===== config.mk =====
export PLATFORM = sky130hd
export DESIGN_NAME = mac_aging_ctrl
export DESIGN_NICKNAME = d
export VERILOG_FILES = /design/src/rtl/mac_aging_ctrl.sv
export SDC_FILE = /design/constraint.sdc
export NUM_CORES = 1
export LEC_CHECK = 0
export CAP_MARGIN = 5
export CORE_MARGIN = 5
export CORE_UTILIZATION = 40
export CTS_CLUSTER_SIZE = 25
export DETAILED_ROUTE_END_ITERATION = 12
export PLACE_DENSITY = 0.68
export SKIP_CTS_REPAIR_TIMING = 1
export SLEW_MARGIN = 10
export SYNTH_ARGS = -nofsm -noshare
export SYNTH_HDL_FRONTEND = slang
export SYNTH_SLANG_ARGS = --single-unit
export TNS_END_PERCENT = 20

===== constraint.sdc =====
create_clock -name clk -period 1.7 [get_ports clk]
set_input_delay 0.34 -clock clk [delete_from_list [all_inputs] [get_ports clk]]
set_output_delay 0.34 -clock clk [all_outputs]
set_load 0.05 [all_outputs]

===== src/rtl/mac_aging_ctrl.sv =====
`default_nettype none
// ============================================================================
// Module      : mac_aging_ctrl
// Description : Aging sweep controller for the switch MAC table. Each timer
//               tick sweeps all entries, decrementing ages and invalidating
//               expired entries. Optional macro AGING_STATS_EN adds aged_cnt.
// Revision    : 1.0 - initial release
// ============================================================================
module mac_aging_ctrl #(
  parameter int ADDR_W = 10,
  parameter int DEPTH  = 1024,
  parameter int AGE_W  = 2
) (
  input  logic              clk,
  input  logic              rst_n,
`ifdef AGING_STATS_EN
  input  logic              stats_clr,
  output logic [15:0]       aged_cnt,
`endif
  input  logic              tick,
  input  logic              aging_en,
  input  logic              tbl_busy,
  output logic              tbl_rd,
  output logic              tbl_wr,
  output logic [ADDR_W-1:0] tbl_addr,
  input  logic [AGE_W:0]    tbl_rdata,
  output logic [AGE_W:0]    tbl_wdata,
  input  logic              lrn_wr,
  input  logic [ADDR_W-1:0] lrn_addr,
  output logic              sweep_busy,
  output logic              sweep_done,
  output logic              overrun,
  input  logic              ovr_clr
);

  typedef enum logic [2:0] {
    ST_IDLE = 3'd0,
    ST_RD   = 3'd1,
    ST_WAIT = 3'd2,
    ST_WR   = 3'd3,
    ST_NEXT = 3'd4,
    ST_DONE = 3'd5
  } state_t;

  localparam logic [ADDR_W-1:0] c_last = ADDR_W'(DEPTH - 1);

  state_t              r_state;
  state_t              w_next;
  logic [ADDR_W-1:0]   r_cur;
  logic [AGE_W:0]      r_entry;
  logic                r_coll;
  logic                r_pending;
  logic                r_overrun;
  logic                w_rd;
  logic                w_wr;
  logic                w_active;
  logic                w_tick;
  logic                w_hit;
  logic                w_need_wr;
  logic [AGE_W-1:0]    w_age;
  logic [AGE_W:0]      w_aged;

  assign w_tick    = tick & aging_en;
  assign w_hit     = lrn_wr && (lrn_addr == r_cur);
  assign w_active  = (r_state == ST_RD) || (r_state == ST_WAIT) ||
                     (r_state == ST_WR) || (r_state == ST_NEXT);
  assign w_age     = r_entry[AGE_W-1:0];
  assign w_aged    = (w_age != '0) ? {1'b1, w_age - AGE_W'(1)} : '0;
  // A learn anywhere from the read through the write cycle wins over aging.
  assign w_need_wr = r_entry[AGE_W] && !r_coll && !w_hit;

  always_comb begin
    w_next = r_state;
    w_rd   = 1'b0;
    w_wr   = 1'b0;
    case (r_state)
      ST_IDLE: if (w_tick) w_next = ST_RD;
      ST_RD: begin
        if (!aging_en) begin
          w_next = ST_IDLE;
        end else if (!tbl_busy) begin
          w_rd   = 1'b1;
          w_next = ST_WAIT;
        end
      end
      ST_WAIT: w_next = aging_en ? ST_WR : ST_IDLE;
      ST_WR: begin
        if (w_need_wr) begin
          if (!tbl_busy) begin
            w_wr   = 1'b1;
            w_next = aging_en ? ST_NEXT : ST_IDLE;
          end else if (!aging_en) begin
            w_next = ST_IDLE;
          end
        end else begin
          w_next = aging_en ? ST_NEXT : ST_IDLE;
        end
      end
      ST_NEXT: begin
        if (!aging_en)            w_next = ST_IDLE;
        else if (r_cur == c_last) w_next = ST_DONE;
        else                      w_next = ST_RD;
      end
      ST_DONE: w_next = (r_pending || w_tick) && aging_en ? ST_RD : ST_IDLE;
      default: w_next = ST_IDLE;
    endcase
  end

  always_ff @(posedge clk or negedge rst_n) begin
    if (!rst_n) begin
      r_state   <= ST_IDLE;
      r_cur     <= '0;
      r_entry   <= '0;
      r_coll    <= 1'b0;
      r_pending <= 1'b0;
      r_overrun <= 1'b0;
    end else begin
      r_state <= w_next;
      if (w_next == ST_RD) begin
        if (r_state == ST_NEXT) r_cur <= r_cur + ADDR_W'(1);
        else                    r_cur <= '0;
      end
      if (r_state == ST_WAIT) r_entry <= tbl_rdata;
      if (r_state == ST_RD)
        r_coll <= w_rd && w_hit;
      else if ((r_state == ST_WAIT) || (r_state == ST_WR))
        r_coll <= r_coll | w_hit;
      // The DONE cycle consumes the pending tick by restarting.
      if (!aging_en || (r_state == ST_DONE))
        r_pending <= 1'b0;
      else if (w_active && w_tick)
        r_pending <= 1'b1;
      if (w_active && w_tick && r_pending)
        r_overrun <= 1'b1;
      else if (ovr_clr)
        r_overrun <= 1'b0;
    end
  end

`ifdef AGING_STATS_EN
  logic [15:0] r_aged_cnt;
  always_ff @(posedge clk or negedge rst_n) begin
    if (!rst_n) begin
      r_aged_cnt <= '0;
    end else if (w_wr && !w_aged[AGE_W]) begin
      if (r_aged_cnt != 16'hFFFF) r_aged_cnt <= r_aged_cnt + 16'd1;
    end else if (stats_clr) begin
      r_aged_cnt <= '0;
    end
  end
  assign aged_cnt = r_aged_cnt;
`endif

  assign tbl_rd     = w_rd;
  assign tbl_wr     = w_wr;
  assign tbl_addr   = (w_rd || w_wr) ? r_cur : '0;
  assign tbl_wdata  = w_wr ? w_aged : '0;
  assign sweep_busy = w_active;
  assign sweep_done = (r_state == ST_DONE);
  assign overrun    = r_overrun;

endmodule
`default_nettype wire


==> PnR_summary.wiki, run 1 <==
{| class="wikitable"
! Metric !! Value
|-
| Leak || 1.12 nW
|-
| Seq cells post-synth || 19
|-
| Number of failing setup endpoints in the final timing report || 29
|-
| Iteration count of the initial detailed-routing pass || 4
|-
| CTS buffer count || 3
|-
| Share of synthesized flip-flops with an asynchronous set or reset || 100%
|-
| Worst Clk Skew || 0.0103 ns
|-
| Worst setup margin || -0.499 ns
|-
| Number of clock sinks || 19
|-
| Detailed router's first-iteration violation count || 81
|-
| Antenna diode count || 0
|-
| Count of cells along the worst register-to-register path || 6
|-
| Std cell rows || 21
|-
| Vias || 1611
|-
| Maximum number of pins on one net before global-route repair || 20
|-
| Total I/O pin count || 38
|-
| Crit share post-route || 129%
|-
| Count of buffers from port buffering || 37
|-
| Placer's final routability congestion estimate || around 0.84
|-
| Effective utilization at floorplan || a little over two fifths
|-
| Commonest register cell after synthesis || sky130_fd_sc_hd__dfrtp_1
|-
| Max-slew violation count || 0
|-
| Worst hold path class || in2async
|-
| Required time of the critical path || about 1.4 ns
|-
| Total global routing overflow || 0
|-
| Tightest slew margin relative to the limit || 67.6%
|-
| Post-layout util || 74.5%
|-
| Total area of multi-input combinational cells || 1150 sq um
|-
| Layout Cells excl Fill || 290
|-
| Actual slew at the worst max-slew pin || 0.486 ns
|-
| Number of H-tree branching levels || 1
|-
| Maximum operating frequency || 455 MHz
|-
| Worst Path Arrival || about 1.9 ns
|-
| Horizontal extent of the die || 70.1 um
|-
| Floorplan Core Area || 3420 sq um
|-
| Number of enable flip-flop cells after synthesis || 0
|-
| Crit path kind || reg2out
|-
| Power density over the cells || 556 nW/um^2
|-
| Count of unique library cells instantiated by Yosys || 47
|-
| Crit path capture || tbl_addr[9]
|-
| Clock root buffer || sky130_fd_sc_hd__clkbuf_4
|-
| Outcome || complete, but fails checks
|-
| Maximum ir drop on the vdd rail || 0.636 mV
|-
| Flip-flop and latch area || 477 sq um
|-
| Number of warning messages in the yosys log || 0
|-
| Layout cell share with drive strength beyond 1 || 46.3%
|-
| HPWL Detailed || 3450 um
|-
| Number of instances in the synthesized netlist || 172
|-
| Routed wire per std cell || 16.5 um
|-
| Worst flop-to-flop path endpoint || r_cur[9]$_DFFE_PN0N_
|-
| Sequential share of the synthesized area || 32.9%
|-
| Final layout net count || 266
|-
| Final instance area || roughly 2500 sq um
|-
| Met3 Use GR || between 3 and 4%
|-
| Number of antenna violations at the first check in global routing || 0
|-
| Clock network latency to the later pin of the worst-skew pair || a little over 0.3 ns
|-
| Origin of the critical flop-to-flop path || r_state[2]$_DFF_PN0_
|-
| Cells after DPL || 281
|-
| DRC violation count after routing || 0
|-
| Final hold violation count || 0
|-
| Avg Inst Size Synth || ~8.4 sq um
|-
| Critical path capture point type || output port
|-
| Clock slew at reported path FFs || 0.12 ns
|-
| CP Max Fanout || 12
|-
| Met2 layer usage reported by global route || 29.0%
|-
| Syn-to-layout area delta || 76.3%
|-
| Critical Path Start Type || flop
|-
| Total wirelength of the detailed-routed design || 4780 um
|-
| TritonCTS clock tree || done
|-
| Setup TNS || -9.73 ns
|-
| Net count after synthesis || 193
|-
| Period minus WS final || approximately 2.2 ns
|-
| Worst-case register-to-register setup slack || -0.29 ns
|-
| Per-cell via count in the routed design || 5.56
|-
| Violations in the final reports || negative setup slack
|-
| Hold Worst Slack || 0.346 ns
|-
| First-pass GRT wire length || between 7000 and 8000 um
|-
| Cell area after synthesis || 1440 sq um
|-
| Final-layout fill cell count || approximately 240
|-
| Total power || 1.42 mW
|-
| Number of buffers on the longest clock path || 2
|-
| Maxcap violations || 0
|-
| CP startpoint || r_state[2]$_DFF_PN0_
|-
| Unrepaired setup endpoints after global routing || true
|-
| Post-DP Area || between 2000 and 2500 sq um
|-
| Antenna Violating Nets Remaining || 0
|-
| Total global-route track usage || roughly a fifth
|-
| Most congested layer reported by global routing || met2
|-
| Number of global-route vias before repair || 1577
|-
| GR Layer Usage met1 || 25.7%
|-
| Die outline height || 70.1 um
|-
| Floorplan die area || between 4000 and 5000 sq um
|-
| Post-placement setup slack || -0.534 ns
|}
-- worst min-delay path by stage --
stage                             endpoint  slack [ns]  cells past startpoint
global route          r_state[2]$_DFF_PN0_        0.36                      2
detailed placement      r_coll$_DFFE_PN0P_        0.52                      1
floorplan              overrun$_DFFE_PN0P_        0.04                      0
global placement    r_entry[2]$_DFFE_PN0P_        0.49                      1
finish                r_state[2]$_DFF_PN0_        0.35                      2
CTS                   r_state[2]$_DFF_PN0_        0.35                      2
-- state kept, by name, summed over array words and instances, names as in the netlist --
| name | cells |
|---|---|
| r_pending | 1 |
| r_cur | 10 |
| overrun | 1 |
| r_entry | 3 |
| r_coll | 1 |
| r_state | 3 |
-- final cells by class --
cell class | count | area share (%)
clock buffers | 3 | 0.885
inverters | 5 | 0.737
clock inverters | 1 | 0.197
multi-input cells | 134 | 45.2
repair buffers | 82 | 32.0
well taps | 46 | 2.26
flip-flops and latches | 19 | 18.7
-- synth_stat cells (2+ instances only) --
cell type	n	share of area, %
sky130_fd_sc_hd__o21ai_1	3	1.0
sky130_fd_sc_hd__nand3_1	19	6.6
sky130_fd_sc_hd__and3_1	2	0.87
sky130_fd_sc_hd__clkbuf_1	6	1.6
sky130_fd_sc_hd__o21ai_0	18	6.2
sky130_fd_sc_hd__o31ai_1	7	3.6
sky130_fd_sc_hd__a22o_1	3	1.8
sky130_fd_sc_hd__nor2b_1	2	0.87
sky130_fd_sc_hd__nor3_1	5	1.7
sky130_fd_sc_hd__a21oi_1	2	0.69
sky130_fd_sc_hd__nand4_1	4	1.7
sky130_fd_sc_hd__dfrtp_1	19	33
sky130_fd_sc_hd__nand2_1	17	4.4
sky130_fd_sc_hd__nor2_1	6	1.6
sky130_fd_sc_hd__and2_1	2	0.87
sky130_fd_sc_hd__inv_1	5	1.3
sky130_fd_sc_hd__nor4b_1	2	1.2
sky130_fd_sc_hd__buf_2	7	2.4
sky130_fd_sc_hd__xnor2_1	11	6.7
sky130_fd_sc_hd__mux2_2	4	3.1
sky130_fd_sc_hd__nor3_2	2	1.4
-- critical path, stage by stage, from the launching register on --
cell and delay, ns:
sky130_fd_sc_hd__dfrtp_1 0.43, sky130_fd_sc_hd__or3b_4 0.43, sky130_fd_sc_hd__nor3_4 0.20, sky130_fd_sc_hd__buf_12 0.16
sky130_fd_sc_hd__nand2_1 0.09, sky130_fd_sc_hd__o21ai_4 0.07, sky130_fd_sc_hd__buf_6 0.17
-- cells by family after synthesis --
kind of cell	share of synthesized area, %
muxes	3.12
DFF	32.9
xor gates and xnor gates	6.67
adders and majority gates	0.866
buffers and inverters	6.07
AOI/OAI and AO/OA	19.8
and+or+nand+nor	30.6
-- cell usage in the layout, fill, tap and decap left out, types with 5 or more instances in the layout --
master	count
sky130_fd_sc_hd__buf_12	6
sky130_fd_sc_hd__buf_4	41
sky130_fd_sc_hd__buf_6	16
sky130_fd_sc_hd__clkdlybuf4s50_1	12
sky130_fd_sc_hd__dfrtp_1	18
sky130_fd_sc_hd__dlymetal6s2s_1	7
sky130_fd_sc_hd__inv_1	5
sky130_fd_sc_hd__nand2_1	15
sky130_fd_sc_hd__nand3_1	10
sky130_fd_sc_hd__nand3_2	9
sky130_fd_sc_hd__nor2_1	5
sky130_fd_sc_hd__o21ai_0	9
sky130_fd_sc_hd__o21ai_4	10
sky130_fd_sc_hd__o31ai_1	7
sky130_fd_sc_hd__xnor2_1	10
-- power by group --
group / internal (mW) / total [mW] / switching (mW)
clock network: 0.0878 / 0.241 / 0.153
registers: 0.505 / 0.561 / 0.0554
logic: 0.287 / 0.614 / 0.328
total: 0.880 / 1.42 / 0.536
-- layer usage --
| metal | part of all wire [%] | wire length (um) |
|---|---|---|
| met2 | 49 | 2350 |
| met5 | 0 | 0 |
| met4 | 1.4 | 68 |
| met1 | 46 | 2200 |
| met3 | 3.4 | 163 |
(Power assumes the default switching activity.)
==> run 2, diff against run 1 <==
--- a/config.mk
+++ b/config.mk
@@ -10,7 +10,8 @@
 export CORE_UTILIZATION = 40
 export CTS_CLUSTER_SIZE = 25
 export DETAILED_ROUTE_END_ITERATION = 12
-export PLACE_DENSITY = 0.68
+export PLACE_DENSITY = 0.66
+export SETUP_SLACK_MARGIN = 0.02
 export SKIP_CTS_REPAIR_TIMING = 1
 export SLEW_MARGIN = 10
 export SYNTH_ARGS = -nofsm -noshare
==> constraint.sdc (replaced) <==
create_clock -name clk -period 2.05 [get_ports clk]
set_input_delay 0.41 -clock clk [delete_from_list [all_inputs] [get_ports clk]]
set_output_delay 0.41 -clock clk [all_outputs]
set_load 0.05 [all_outputs]
==> PnR_summary.wiki, run 2 (synthesis results as in run 1) <==
{| class="wikitable"
! Metric !! Value
|-
| Final instance area || 2430 sq um
|-
| Antenna Violating Nets Remaining || 0
|-
| Sum of met2 wire segment lengths after detailed routing || 2230 um
|-
| Violations in the final reports || negative setup slack
|-
| Worst setup margin || -0.213 ns
|-
| Required time of the critical path || 1.64 ns
|-
| Floorplan die area || 4910 sq um
|-
| Setup TNS || -2.77 ns
|-
| Maximum operating frequency || between 400 and 500 MHz
|-
| Clock slew at reported path FFs || 0.11 ns
|-
| Final hold violation count || 0
|-
| Post-layout util || 71.1%
|-
| Tightest slew margin relative to the limit || 65.7%
|-
| Wire length on met3 || 231 um
|-
| Reg with most FFs || r_cur
|-
| Count of buffers from port buffering || 37
|-
| Std cell rows || 21
|-
| Routed wire per std cell || roughly 16 um
|-
| Number of antenna violations at the first check in global routing || 0
|-
| Vias || 1554
|-
| Worst Clk Skew || 0.00326 ns
|-
| Cells after DPL || ~270
|-
| Detailed router's first-iteration violation count || 141
|-
| Clock network latency to the later pin of the worst-skew pair || 0.29 ns
|-
| Flip-flop count of the largest register, all copies and words added || 10
|-
| Worst-case register-to-register setup slack || 0.05 ns
|-
| Total global-route track usage || 18.2%
|-
| Die outline height || 70.1 um
|-
| Total I/O pin count || 38
|-
| Unrepaired setup endpoints after global routing || true
|-
| Floorplan Core Area || 3420 sq um
|-
| Crit path kind || reg2out
|-
| Worst hold path class || in2async
|-
| DRC violation count after routing || 0
|-
| Critical path capture point type || output port
|-
| CP Max Fanout || 11
|-
| Number of failing setup endpoints in the final timing report || 15
|-
| Sum of routed wire segments on met1 || 1970 um
|-
| Largest registers ranked by flip-flop count || r_cur: 10 flops, r_entry: 3 flops, r_state: 3 flops
|-
| Maximum number of pins on one net before global-route repair || 20
|-
| Total power || 1.11 mW
|-
| Number of global-route vias before repair || ~1500
|-
| Per-cell via count in the routed design || 5.61
|-
| Post-DP Area || about 2300 sq um
|-
| Actual slew at the worst max-slew pin || between 0.5 and 0.6 ns
|-
| Worst Path Arrival || 1.85 ns
|-
| Critical Path Start Type || flop
|-
| Number of H-tree branching levels || 1
|-
| Effective utilization at floorplan || a little over two fifths
|-
| Layout cell share with drive strength beyond 1 || 38.1%
|-
| Maxcap violations || 0
|-
| HPWL Detailed || 3450 um
|-
| Power density over the cells || 459 nW/um^2
|-
| Antenna diode count || 0
|-
| Total wirelength of the detailed-routed design || 4470 um
|-
| Hold Worst Slack || about 0.43 ns
|-
| Post-placement setup slack || -0.299 ns
|-
| Crit share post-route || 110%
|-
| Syn-to-layout area delta || 68.1%
|-
| Number of buffers on the longest clock path || 2
|-
| Maximum ir drop on the vdd rail || 0.360 mV
|-
| Layout Cells excl Fill || around 280
|-
| Final layout net count || about 250
|-
| First-pass GRT wire length || ~7500 um
|-
| Horizontal extent of the die || 70.1 um
|-
| Most common cell after layout, fill and taps aside || sky130_fd_sc_hd__buf_4
|-
| Leak || 1.05 nW
|-
| Clock root buffer || sky130_fd_sc_hd__clkbuf_4
|-
| Max-slew violation count || 0
|-
| Period minus WS final || 2.26 ns
|-
| TritonCTS clock tree || done
|-
| Highest metal layer with signal wires || met4
|-
| Final-layout fill cell count || 247
|-
| Leading cell types in the layout, fill and taps excluded || 25 x sky130_fd_sc_hd__buf_4, 18 x sky130_fd_sc_hd__nand3_1, 16 x sky130_fd_sc_hd__nand2_1, 16 x sky130_fd_sc_hd__dfrtp_1, 15 x sky130_fd_sc_hd__buf_6
|-
| Number of clock sinks || 19
|-
| Total global routing overflow || 0
|-
| Placer's final routability congestion estimate || 0.931
|-
| CTS buffer count || 3
|-
| Outcome || complete, but fails checks
|-
| Iteration count of the initial detailed-routing pass || 4
|}
run 2: changes by cell type in the layout (fill, tap and decap cells not counted), moves of 2 or more:
cell / delta
sky130_fd_sc_hd__nand3_1: +8
sky130_fd_sc_hd__dlymetal6s2s_1: +3
sky130_fd_sc_hd__dfrtp_1: -2
sky130_fd_sc_hd__dfrtp_2: +2
sky130_fd_sc_hd__buf_4: -16
sky130_fd_sc_hd__nand3_2: -7
sky130_fd_sc_hd__clkdlybuf4s50_1: -2
sky130_fd_sc_hd__nand2_4: -2
run 2: final cells by class:
cell class | instances | area (sq um) | area share [%]
flip-flops and latches | 19 | 479 | 19.7
inverters | 5 | 18.8 | 0.773
clock buffers | 4 | 26.3 | 1.08
repair buffers | 69 | 762 | 31.4
well taps | 46 | 57.6 | 2.37
multi-input cells | 134 | 1080 | 44.6
run 2: worst paths after layout:
check                                  startpoint                      to  depth (start not counted)
min in group clk           r_entry[2]$_DFFE_PN0P_  r_entry[2]$_DFFE_PN0P_                          1
max in group asynchronous                   rst_n    r_cur[1]$_DFFE_PN0N_                          2
max                          r_state[2]$_DFF_PN0_             tbl_addr[8]                          6
max reg2reg                  r_state[1]$_DFF_PN0_    r_cur[2]$_DFFE_PN0N_                          5
min reg2reg                r_entry[2]$_DFFE_PN0P_  r_entry[2]$_DFFE_PN0P_                          1
min                                         rst_n     overrun$_DFFE_PN0P_                          2
run 2: where the power goes:
part	total, mW	internal (mW)	switching, mW
logic	0.459	0.224	0.235
clock network	0.189	0.0757	0.113
registers	0.467	0.419	0.0475
run 2: per-layer routing:
metal,GRT usage (%),up-vias
li1,-,750
met1,24.4,737
met2,29.8,60
met3,3.16,7
met4,5.53,0
met5,0,-
run 2: worst max-delay path, stage by stage, from the launching register on:
cell and delay (ns):
sky130_fd_sc_hd__dfrtp_1 0.43, sky130_fd_sc_hd__buf_12 0.16, sky130_fd_sc_hd__nor4b_4 0.31, sky130_fd_sc_hd__buf_6 0.19
sky130_fd_sc_hd__nand3_1 0.13, sky130_fd_sc_hd__o21ai_4 0.17, sky130_fd_sc_hd__buf_6 0.17
